## config.mk

```make
export PLATFORM = sky130hd
export DESIGN_NAME = register_file_flat
export DESIGN_NICKNAME = d
export VERILOG_FILES = /design/src/rtl/register_file_pkg.sv /design/src/rtl/register_file_if.sv /design/src/rtl/register_file_reg_read_port.sv /design/src/rtl/register_file.sv /design/src/flat_wrapper.sv
export SDC_FILE = /design/constraint.sdc
export NUM_CORES = 2
export LEC_CHECK = 0
export CAP_MARGIN = 30
export CORE_MARGIN = 1
export CORE_UTILIZATION = 60
export CTS_BUF_LIST = sky130_fd_sc_hd__clkbuf_16
export DETAILED_ROUTE_END_ITERATION = 10
export GPL_ROUTABILITY_DRIVEN = 0
export HOLD_SLACK_MARGIN = 0.08
export PLACE_DENSITY = 0.78
export SLEW_MARGIN = 25
export SYNTH_ARGS = -nofsm -noshare
export SYNTH_HDL_FRONTEND = slang
export SYNTH_SLANG_ARGS = --single-unit
export TNS_END_PERCENT = 30
```

## constraint.sdc

```tcl
create_clock -name clk_in -period 6.55 [get_ports clk_in]
set_clock_uncertainty 0.15 [all_clocks]
set_input_delay 1.6375 -clock clk_in [delete_from_list [all_inputs] [get_ports clk_in]]
set_output_delay 1.6375 -clock clk_in [all_outputs]
set_load 0.005 [all_outputs]
```

## src/rtl/register_file_pkg.sv

```systemverilog
// Shared constants for the architectural register file and its reorder-buffer link.
package register_file_pkg;

    localparam int unsigned ROB_WIDTH_BIT = 4;
    localparam int unsigned XLEN          = 32;
    localparam int unsigned REG_ID_W      = 5;
    localparam int unsigned NUM_REGS      = 32;

endpackage

```

## src/rtl/register_file_if.sv

```systemverilog
// Register-file bus: commit/rename from the reorder buffer, operand lookups from the decoder.
interface register_file_if
    import register_file_pkg::*;
#(
    parameter int unsigned ROB_WIDTH = ROB_WIDTH_BIT
);
    logic                 clear;
    logic [REG_ID_W-1:0]  set_reg_id;
    logic [XLEN-1:0]      set_val;
    logic [ROB_WIDTH-1:0] set_reg_on_rob_id;
    logic [REG_ID_W-1:0]  set_dep_reg_id;
    logic [ROB_WIDTH-1:0] set_dep_rob_id;

    logic [REG_ID_W-1:0]  rs1_id;
    logic [REG_ID_W-1:0]  rs2_id;
    logic [XLEN-1:0]      rs1_val;
    logic [XLEN-1:0]      rs2_val;
    logic                 rs1_has_dep;
    logic                 rs2_has_dep;
    logic [ROB_WIDTH-1:0] rs1_dep;
    logic [ROB_WIDTH-1:0] rs2_dep;

    logic [ROB_WIDTH-1:0] get_rob_id1;
    logic [ROB_WIDTH-1:0] get_rob_id2;
    logic                 rob_value1_ready;
    logic                 rob_value2_ready;
    logic [XLEN-1:0]      rob_value1;
    logic [XLEN-1:0]      rob_value2;

    modport master (
        output clear, set_reg_id, set_val, set_reg_on_rob_id, set_dep_reg_id, set_dep_rob_id,
        output rs1_id, rs2_id, rob_value1_ready, rob_value2_ready, rob_value1, rob_value2,
        input  rs1_val, rs2_val, rs1_has_dep, rs2_has_dep, rs1_dep, rs2_dep,
        input  get_rob_id1, get_rob_id2
    );

    modport slave (
        input  clear, set_reg_id, set_val, set_reg_on_rob_id, set_dep_reg_id, set_dep_rob_id,
        input  rs1_id, rs2_id, rob_value1_ready, rob_value2_ready, rob_value1, rob_value2,
        output rs1_val, rs2_val, rs1_has_dep, rs2_has_dep, rs1_dep, rs2_dep,
        output get_rob_id1, get_rob_id2
    );

endinterface

```

## src/rtl/register_file_reg_read_port.sv

```systemverilog
// Resolves one source operand: x0, settled register value, or forwarded/outstanding ROB tag.
module reg_read_port
    import register_file_pkg::*;
#(
    parameter int unsigned ROB_WIDTH = ROB_WIDTH_BIT
) (
    input  logic [REG_ID_W-1:0]  src,
    input  logic                 busy,
    input  logic [ROB_WIDTH-1:0] tag,
    input  logic [XLEN-1:0]      val,
    input  logic                 rob_ready,
    input  logic [XLEN-1:0]      rob_value,
    output logic [XLEN-1:0]      rd_val,
    output logic                 has_dep,
    output logic [ROB_WIDTH-1:0] dep,
    output logic [ROB_WIDTH-1:0] get_rob_id
);

    always_comb begin
        rd_val     = '0;
        has_dep    = 1'b0;
        dep        = '0;
        get_rob_id = '0;
        if (src != '0) begin
            if (!busy) begin
                rd_val = val;
            end else begin
                // A ready ROB entry also covers the same-cycle commit of this producer.
                get_rob_id = tag;
                if (rob_ready) begin
                    rd_val = rob_value;
                end else begin
                    has_dep = 1'b1;
                    dep     = tag;
                end
            end
        end
    end

endmodule

```

## src/rtl/register_file.sv

```systemverilog
// Architectural register file with per-register rename tags and two forwarding read ports.
module register_file
    import register_file_pkg::*;
#(
    parameter int unsigned ROB_WIDTH = ROB_WIDTH_BIT
) (
    input  logic            clk_in,
    input  logic            rst_in,
    input  logic            rdy_in,
    register_file_if.slave  bus
);

    logic [XLEN-1:0]      val_q [NUM_REGS];
    logic [ROB_WIDTH-1:0] tag_q [NUM_REGS];
    logic [NUM_REGS-1:0]  busy_q;

    // Commit first, rename second, so a same-cycle rename of the register wins.
    always_ff @(posedge clk_in) begin
        if (!rst_in) begin
            busy_q <= '0;
            for (int i = 0; i < int'(NUM_REGS); i++) begin
                val_q[i] <= '0;
                tag_q[i] <= '0;
            end
        end else if (rdy_in) begin
            if (bus.clear) begin
                busy_q <= '0;
            end else begin
                if (bus.set_reg_id != '0) begin
                    val_q[bus.set_reg_id] <= bus.set_val;
                    if (busy_q[bus.set_reg_id] && (tag_q[bus.set_reg_id] == bus.set_reg_on_rob_id)) begin
                        busy_q[bus.set_reg_id] <= 1'b0;
                    end
                end
                if (bus.set_dep_reg_id != '0) begin
                    busy_q[bus.set_dep_reg_id] <= 1'b1;
                    tag_q[bus.set_dep_reg_id]  <= bus.set_dep_rob_id;
                end
            end
        end
    end

    reg_read_port #(.ROB_WIDTH(ROB_WIDTH)) u_rs1 (
        .src        (bus.rs1_id),
        .busy       (busy_q[bus.rs1_id]),
        .tag        (tag_q[bus.rs1_id]),
        .val        (val_q[bus.rs1_id]),
        .rob_ready  (bus.rob_value1_ready),
        .rob_value  (bus.rob_value1),
        .rd_val     (bus.rs1_val),
        .has_dep    (bus.rs1_has_dep),
        .dep        (bus.rs1_dep),
        .get_rob_id (bus.get_rob_id1)
    );

    reg_read_port #(.ROB_WIDTH(ROB_WIDTH)) u_rs2 (
        .src        (bus.rs2_id),
        .busy       (busy_q[bus.rs2_id]),
        .tag        (tag_q[bus.rs2_id]),
        .val        (val_q[bus.rs2_id]),
        .rob_ready  (bus.rob_value2_ready),
        .rob_value  (bus.rob_value2),
        .rd_val     (bus.rs2_val),
        .has_dep    (bus.rs2_has_dep),
        .dep        (bus.rs2_dep),
        .get_rob_id (bus.get_rob_id2)
    );

endmodule

```

## src/flat_wrapper.sv

```systemverilog
// flat-port wrapper written by rule: the top's interface ports become plain ports
module register_file_flat import register_file_pkg::*;
#(
    parameter int unsigned ROB_WIDTH = ROB_WIDTH_BIT
)
  (clk_in, rst_in, rdy_in, bus_clear, bus_set_reg_id, bus_set_val, bus_set_reg_on_rob_id, bus_set_dep_reg_id, bus_set_dep_rob_id, bus_rs1_id, bus_rs2_id, bus_rob_value1_ready, bus_rob_value2_ready, bus_rob_value1, bus_rob_value2, bus_rs1_val, bus_rs2_val, bus_rs1_has_dep, bus_rs2_has_dep, bus_rs1_dep, bus_rs2_dep, bus_get_rob_id1, bus_get_rob_id2);
  register_file_if #(.ROB_WIDTH(ROB_WIDTH)) bus_i ();
  input  logic clk_in;
  input  logic rst_in;
  input  logic rdy_in;
  input wire logic [$bits(bus_i.clear)-1:0] bus_clear;
  input wire logic [$bits(bus_i.set_reg_id)-1:0] bus_set_reg_id;
  input wire logic [$bits(bus_i.set_val)-1:0] bus_set_val;
  input wire logic [$bits(bus_i.set_reg_on_rob_id)-1:0] bus_set_reg_on_rob_id;
  input wire logic [$bits(bus_i.set_dep_reg_id)-1:0] bus_set_dep_reg_id;
  input wire logic [$bits(bus_i.set_dep_rob_id)-1:0] bus_set_dep_rob_id;
  input wire logic [$bits(bus_i.rs1_id)-1:0] bus_rs1_id;
  input wire logic [$bits(bus_i.rs2_id)-1:0] bus_rs2_id;
  input wire logic [$bits(bus_i.rob_value1_ready)-1:0] bus_rob_value1_ready;
  input wire logic [$bits(bus_i.rob_value2_ready)-1:0] bus_rob_value2_ready;
  input wire logic [$bits(bus_i.rob_value1)-1:0] bus_rob_value1;
  input wire logic [$bits(bus_i.rob_value2)-1:0] bus_rob_value2;
  output wire logic [$bits(bus_i.rs1_val)-1:0] bus_rs1_val;
  output wire logic [$bits(bus_i.rs2_val)-1:0] bus_rs2_val;
  output wire logic [$bits(bus_i.rs1_has_dep)-1:0] bus_rs1_has_dep;
  output wire logic [$bits(bus_i.rs2_has_dep)-1:0] bus_rs2_has_dep;
  output wire logic [$bits(bus_i.rs1_dep)-1:0] bus_rs1_dep;
  output wire logic [$bits(bus_i.rs2_dep)-1:0] bus_rs2_dep;
  output wire logic [$bits(bus_i.get_rob_id1)-1:0] bus_get_rob_id1;
  output wire logic [$bits(bus_i.get_rob_id2)-1:0] bus_get_rob_id2;
  assign bus_i.clear = bus_clear;
  assign bus_i.set_reg_id = bus_set_reg_id;
  assign bus_i.set_val = bus_set_val;
  assign bus_i.set_reg_on_rob_id = bus_set_reg_on_rob_id;
  assign bus_i.set_dep_reg_id = bus_set_dep_reg_id;
  assign bus_i.set_dep_rob_id = bus_set_dep_rob_id;
  assign bus_i.rs1_id = bus_rs1_id;
  assign bus_i.rs2_id = bus_rs2_id;
  assign bus_i.rob_value1_ready = bus_rob_value1_ready;
  assign bus_i.rob_value2_ready = bus_rob_value2_ready;
  assign bus_i.rob_value1 = bus_rob_value1;
  assign bus_i.rob_value2 = bus_rob_value2;
  assign bus_rs1_val = bus_i.rs1_val;
  assign bus_rs2_val = bus_i.rs2_val;
  assign bus_rs1_has_dep = bus_i.rs1_has_dep;
  assign bus_rs2_has_dep = bus_i.rs2_has_dep;
  assign bus_rs1_dep = bus_i.rs1_dep;
  assign bus_rs2_dep = bus_i.rs2_dep;
  assign bus_get_rob_id1 = bus_i.get_rob_id1;
  assign bus_get_rob_id2 = bus_i.get_rob_id2;
  register_file #(.ROB_WIDTH(ROB_WIDTH)) u_core (.clk_in(clk_in), .rst_in(rst_in), .rdy_in(rdy_in), .bus(bus_i));
endmodule
```

Word level (Yosys, flattened, before mapping). Memory sizes are Yosys's and may differ from the RTL's. Index checks and enable logic that the tools add are counted.

Register bits after elaboration: 32. Bits in latches: 0. Bits in writable memories: 1152. Bits in read-only memories: 0. Input bits: 130. Memories kept: 2.

Memory list: u_core.val_q (words 32, width 32, read ports 2, clocked after Yosys merged registers in 0, write ports 32, line register_file.sv:13) `logic [XLEN-1:0] val_q [NUM_REGS];`; u_core.tag_q (words 32, width 4, read ports 3, clocked after Yosys merged registers in 0, write ports 32, line register_file.sv:14) `logic [ROB_WIDTH-1:0] tag_q [NUM_REGS];`.

$add $sub $neg: 0. $mul: 0. Div/mod/pow operators: 0. Magnitude comparators: 6. Eq/ne operators: 1. Shift operators: 0. Multiplexer cells: 56. Bitwise logic cells: 3. Reduce and logical (&&, ||, !) cells: 9.

Operators by type and width (number): $mux 32 (14); $mux 4 (11); $and 32x32->32 (1); $not 32->32 (1); $or 32x32->32 (1); $reduce_or 32->1 (1); $lt 5x6->1 const B (4); $mux 1 (24); $reduce_bool 5->1 (4); $bmux 1 s5 (3); $demux 1 s5 (2); $ge 5x1->1 const B (2); $mux 5 (2); $eq 4x4->1 (1); $reduce_or 4->1 (1); $logic_and 1x1->1 (3).

Logic depth before layout (Yosys ltp).
Depth in word-level cells: 14. Depth in mapped cells: 11. Mapped depth without buffers: 7.

Hierarchy. From an unflattened synthesis, not the netlist that was laid out.

Cell total of the unflattened synthesis: 4221. Area total of the unflattened synthesis: 65783.1 um^2.

Modules (own cells, without submodules): register_file (instances 1, cells an instance 3957, area an instance 64109.0 um^2, sequential area each 35233.8 um^2); reg_read_port (instances 2, cells an instance 132, area an instance 837.1 um^2, sequential area each 0.0 um^2).

Least setup slack after synthesis. Ideal clock, no wire load.

Path kind: input to register. Start: input port bus_set_reg_id[1]. End: memory u_core.val_q[25][0], enable pin. Library setup time: 0.466 ns. Arrival: 5.313 ns. Required time: 5.934 ns. Slack: 0.621 ns. Cell stages on the path: 8. Path buffers: 6. Path through: buf_6 > buf_2 > buf_2 > buf_2 > or3_1 > clkbuf_1 > clkbuf_1 > o21ai_0.

RTL lines: from (decl) (line flat_wrapper.sv:12) `input wire logic [$bits(bus_i.set_reg_id)-1:0] bus_set_reg_id;`; to (decl) (line register_file.sv:13).

Final worst setup path.
Start: input port bus_rs1_id[0]. End: output port bus_rs1_val[31].

Longest elaborated chain between the ends: 4.

Ends and longest elaborated chain: from (decl) (line flat_wrapper.sv:17) `input wire logic [$bits(bus_i.rs1_id)-1:0] bus_rs1_id;`; $bmux 1 s5 (line register_file.sv:45) `.busy (busy_q[bus.rs1_id]),`; $mux 1 (implied by the code) (line register_file.sv:45); $mux 32 (line register_file_reg_read_port.sv:25) `if (!busy) begin`; $mux 32 * (line register_file_reg_read_port.sv:24) `if (src != '0) begin`; to (decl) (line flat_wrapper.sv:23) `output wire logic [$bits(bus_i.rs1_val)-1:0] bus_rs1_val;`.

Mark *: on every way between the ends. The rest lies on a longest branch, timed or not. The select of a mux whose other input is x is not followed.

==> metrics.txt <==
via count 42,800; clock tree buffer depth 3; DR pass1 iterations 6; Synth Area in Simple Gates 12.9%; residual DRC count 0; critical path arrival 4660 ps; type of origin of the critical path primary input; routed len/inst around 37 um; ANT nets after route 0; worst-skew pair later-pin latency between 700 and 800 ps; Leak 25.5 nW; number of setup buffers added after CTS 0; root cell of the clock tree clkbuf_16; Seq/Total Area, Yosys 54.2%; CTS sink cnt roughly 1,200; most common cell in the netlist edfxtp_1; Max FO, Critical Path 16; post-synthesis mux area share 28.1%; Req. time, crit path 4760 ps; Yosys top cell area share 53.2%; crit path kind in -> out; vias per cell 7.40; CTS resizes 0; share of cells above drive strength 1 between 20% and 30%; Compound-Gate Fraction of Synth Area under 10%; Num CTS Buffers 130; Sequential Power Share 48.1%; leading area contributor after synthesis edfxtp_1; main flop type after synthesis edfxtp_1; Synth Register Bits roughly 1,200; unrepaired setup endpoints after global routing false; crit share post-route between 90% and 100%; WL final around 210 mm; initial drt markers ~7,400; maximum number of pins on one net before global-route repair about 120; Final HPWL DP between 100 and 150 mm; fmax 0.155 GHz; Post-CTS Hold Fix Bufs 0; DIE AREA 0.110 mm2; syn_area_per_cell 15.7 um2; Final min period between 6000 and 7000 ps; initial antenna violation count 16; total negative setup slack 0 ps; largest family of logic cells by synthesized area multiplexers; final core area utilization between 60% and 70%; CTS tree built; H-tree Lvls 4; R2R setup slack slightly above 3000 ps; yosys synthesis warning count 0; first-pass GRT wire length around 300 mm; critical path endpoint category primary output; worst slew pin tran 1020 ps; vias in the first global route 42,300; Finish-stage setup viols 0; endpoints failing hold 0; Pwr per Cell Area 250 mW/mm2; Post-Synth Adder-Cell Area 0%; crit-path max cell delay 530 ps; Synth area leaders edfxtp_1 53%, mux4_2 26%, and2_1 10%, clkbuf_1 2.0%, mux2i_1 1.7%; synth-to-layout area growth 14.3%; PnR worst setup slack just under 100 ps; Worst-path clk slew around 60 ps; area of the mapped netlist about 0.065 mm2; row count 120; most used cell, CP mux4_2; DIE WIDTH approximately 330 um; Psw between 0.004 and 0.005 W; Hold Crit Class reg -> reg; number of enable flip-flop cells after synthesis around 1,200; XOR/XNOR Fraction of Synth Area less than 1%; post-synthesis instance total ~4,200; worst relative slew slack between 30% and 40%; starting density of the core 60.7%; worst path cell trace buf_8 > mux4_2 > mux4_2 > mux2i_2 > o21ai_4 > buf_16 > o21ai_0 > buf_4 > clkdlybuf4s50_1; I/O Buffers 211; Clk pwr share around two fifths; post-synth cell types 59; I/O pin cnt between 200 and 250; die height ~330 um; Slowest cell on crit path mux4_2; Max Cap Violations 0; Comb power frac a little over an eighth; Commonest cells post-synth 1,152 x edfxtp_1, 1,037 x and2_1, 750 x mux4_2, 340 x clkbuf_1, 116 x nand2_1; core area approximately 0.11 mm2; Layout Nets 4,395; GRT Util Overall slightly below 40%; Max VDD drop about 0.28 mV; switch share approximately a quarter; gr ovfl total 0; Int Pwr between 0.01 and 0.015 W; Slew Limit Fails 0; post-synthesis async set-or-reset flop share 0%; dpl ws between 150 and 200 ps; status completed
==> cell families after synthesis <==
| logic type | Yosys count |
|---|---|
| buf+inv | 462 |
| compound gates | 217 |
| simple gates | 1401 |
| flops | 1184 |
| mux | 884 |
| other cells | 1 |
| xor+xnor | 1 |
==> flip-flops by register name (all words and copies together) (netlist names) <==
signal         flops
u_core.busy_q     32
u_core.tag_q     128
u_core.val_q    1024
==> path summary, 6_finish.rpt <==
kind                            cells past startpoint                        endpoint                               from
worst min register to register                      2  u_core.busy_q[26]$_SDFFE_PN0P_     u_core.busy_q[26]$_SDFFE_PN0P_
worst min-delay path                                2  u_core.busy_q[26]$_SDFFE_PN0P_     u_core.busy_q[26]$_SDFFE_PN0P_
worst max-delay path                                9                 bus_rs1_val[31]                      bus_rs1_id[0]
worst max register to register                      7  u_core.busy_q[10]$_SDFFE_PN0P_  u_core.tag_q[15][0]$_SDFFCE_PN0P_
==> cells in the final DEF, fill, tap and decap left out, types with 9 or more instances in the layout <==
master	instances
bufinv_16	10
clkdlybuf4s50_1	197
a22oi_1	21
dfxtp_1	32
o21ai_4	33
a31oi_1	21
edfxtp_1	1152
mux2_2	19
clkinv_2	17
and3_1	82
clkinv_1	30
inv_1	37
buf_4	118
o21ai_0	78
nor2_4	33
o22ai_1	17
and2_1	1037
mux2i_1	112
nand2_1	115
buf_12	65
nand3b_1	15
clkbuf_16	134
mux4_2	750
diode_2	18
nor2_1	53
nand2b_1	9
a21oi_1	23
conb_1	36
==> power by group through the flow <==
| stage | logic, W | registers, W | clock network [W] |
|---|---|---|---|
| 2_1_floorplan | 0.00147 | 0.00899 | 0 |
| 3_3_place_gp | 0.00237 | 0.00902 | 0 |
| 3_5_place_dp | 0.00240 | 0.00906 | 0 |
| 4_1_cts | 0.00241 | 0.00891 | 0.00719 |
| 5_1_grt | 0.00252 | 0.00896 | 0.00745 |
| 6_report | 0.00245 | 0.00893 | 0.00718 |
==> worst max-delay path: cells and delay by family <==
kind                   cells  cell delay (ps)
AOI/OAI and AO/OA          2              490
muxes                      3             1350
buffers and inverters      4             1170
==> through the flow <==
stage          total power (W)  hold WS [ps]  std cells  area, um2
2_1_floorplan           0.0105           280       4185      65200
3_3_place_gp            0.0114           402       5525      70000
3_5_place_dp            0.0115           413       5528      70100
4_1_cts                 0.0185           424       5761      74200
5_1_grt                 0.0189           458       5773      74300
6_report                0.0186           434       5787      74300
==> cell type report <==
class                   count  area, um2
flip-flops and latches   1184      35200
fillers                  6855      32900
multi-input cells        2539      28700
repair buffers            399       4410
clock buffers             134       3350
well taps                1403       1760
clock inverters            99        763
diodes                     18       45.0
inverters                  11       41.3
==> per-layer routing <==
metal	wire length [um]	track usage, %	vias to the layer above
met5	26	0	-
li1	-	-	16500
met2	96900	58.3	4027
met4	13200	21.8	4
met1	71200	52.3	21500
met3	33400	12.8	745
(Power assumes the default switching activity.)
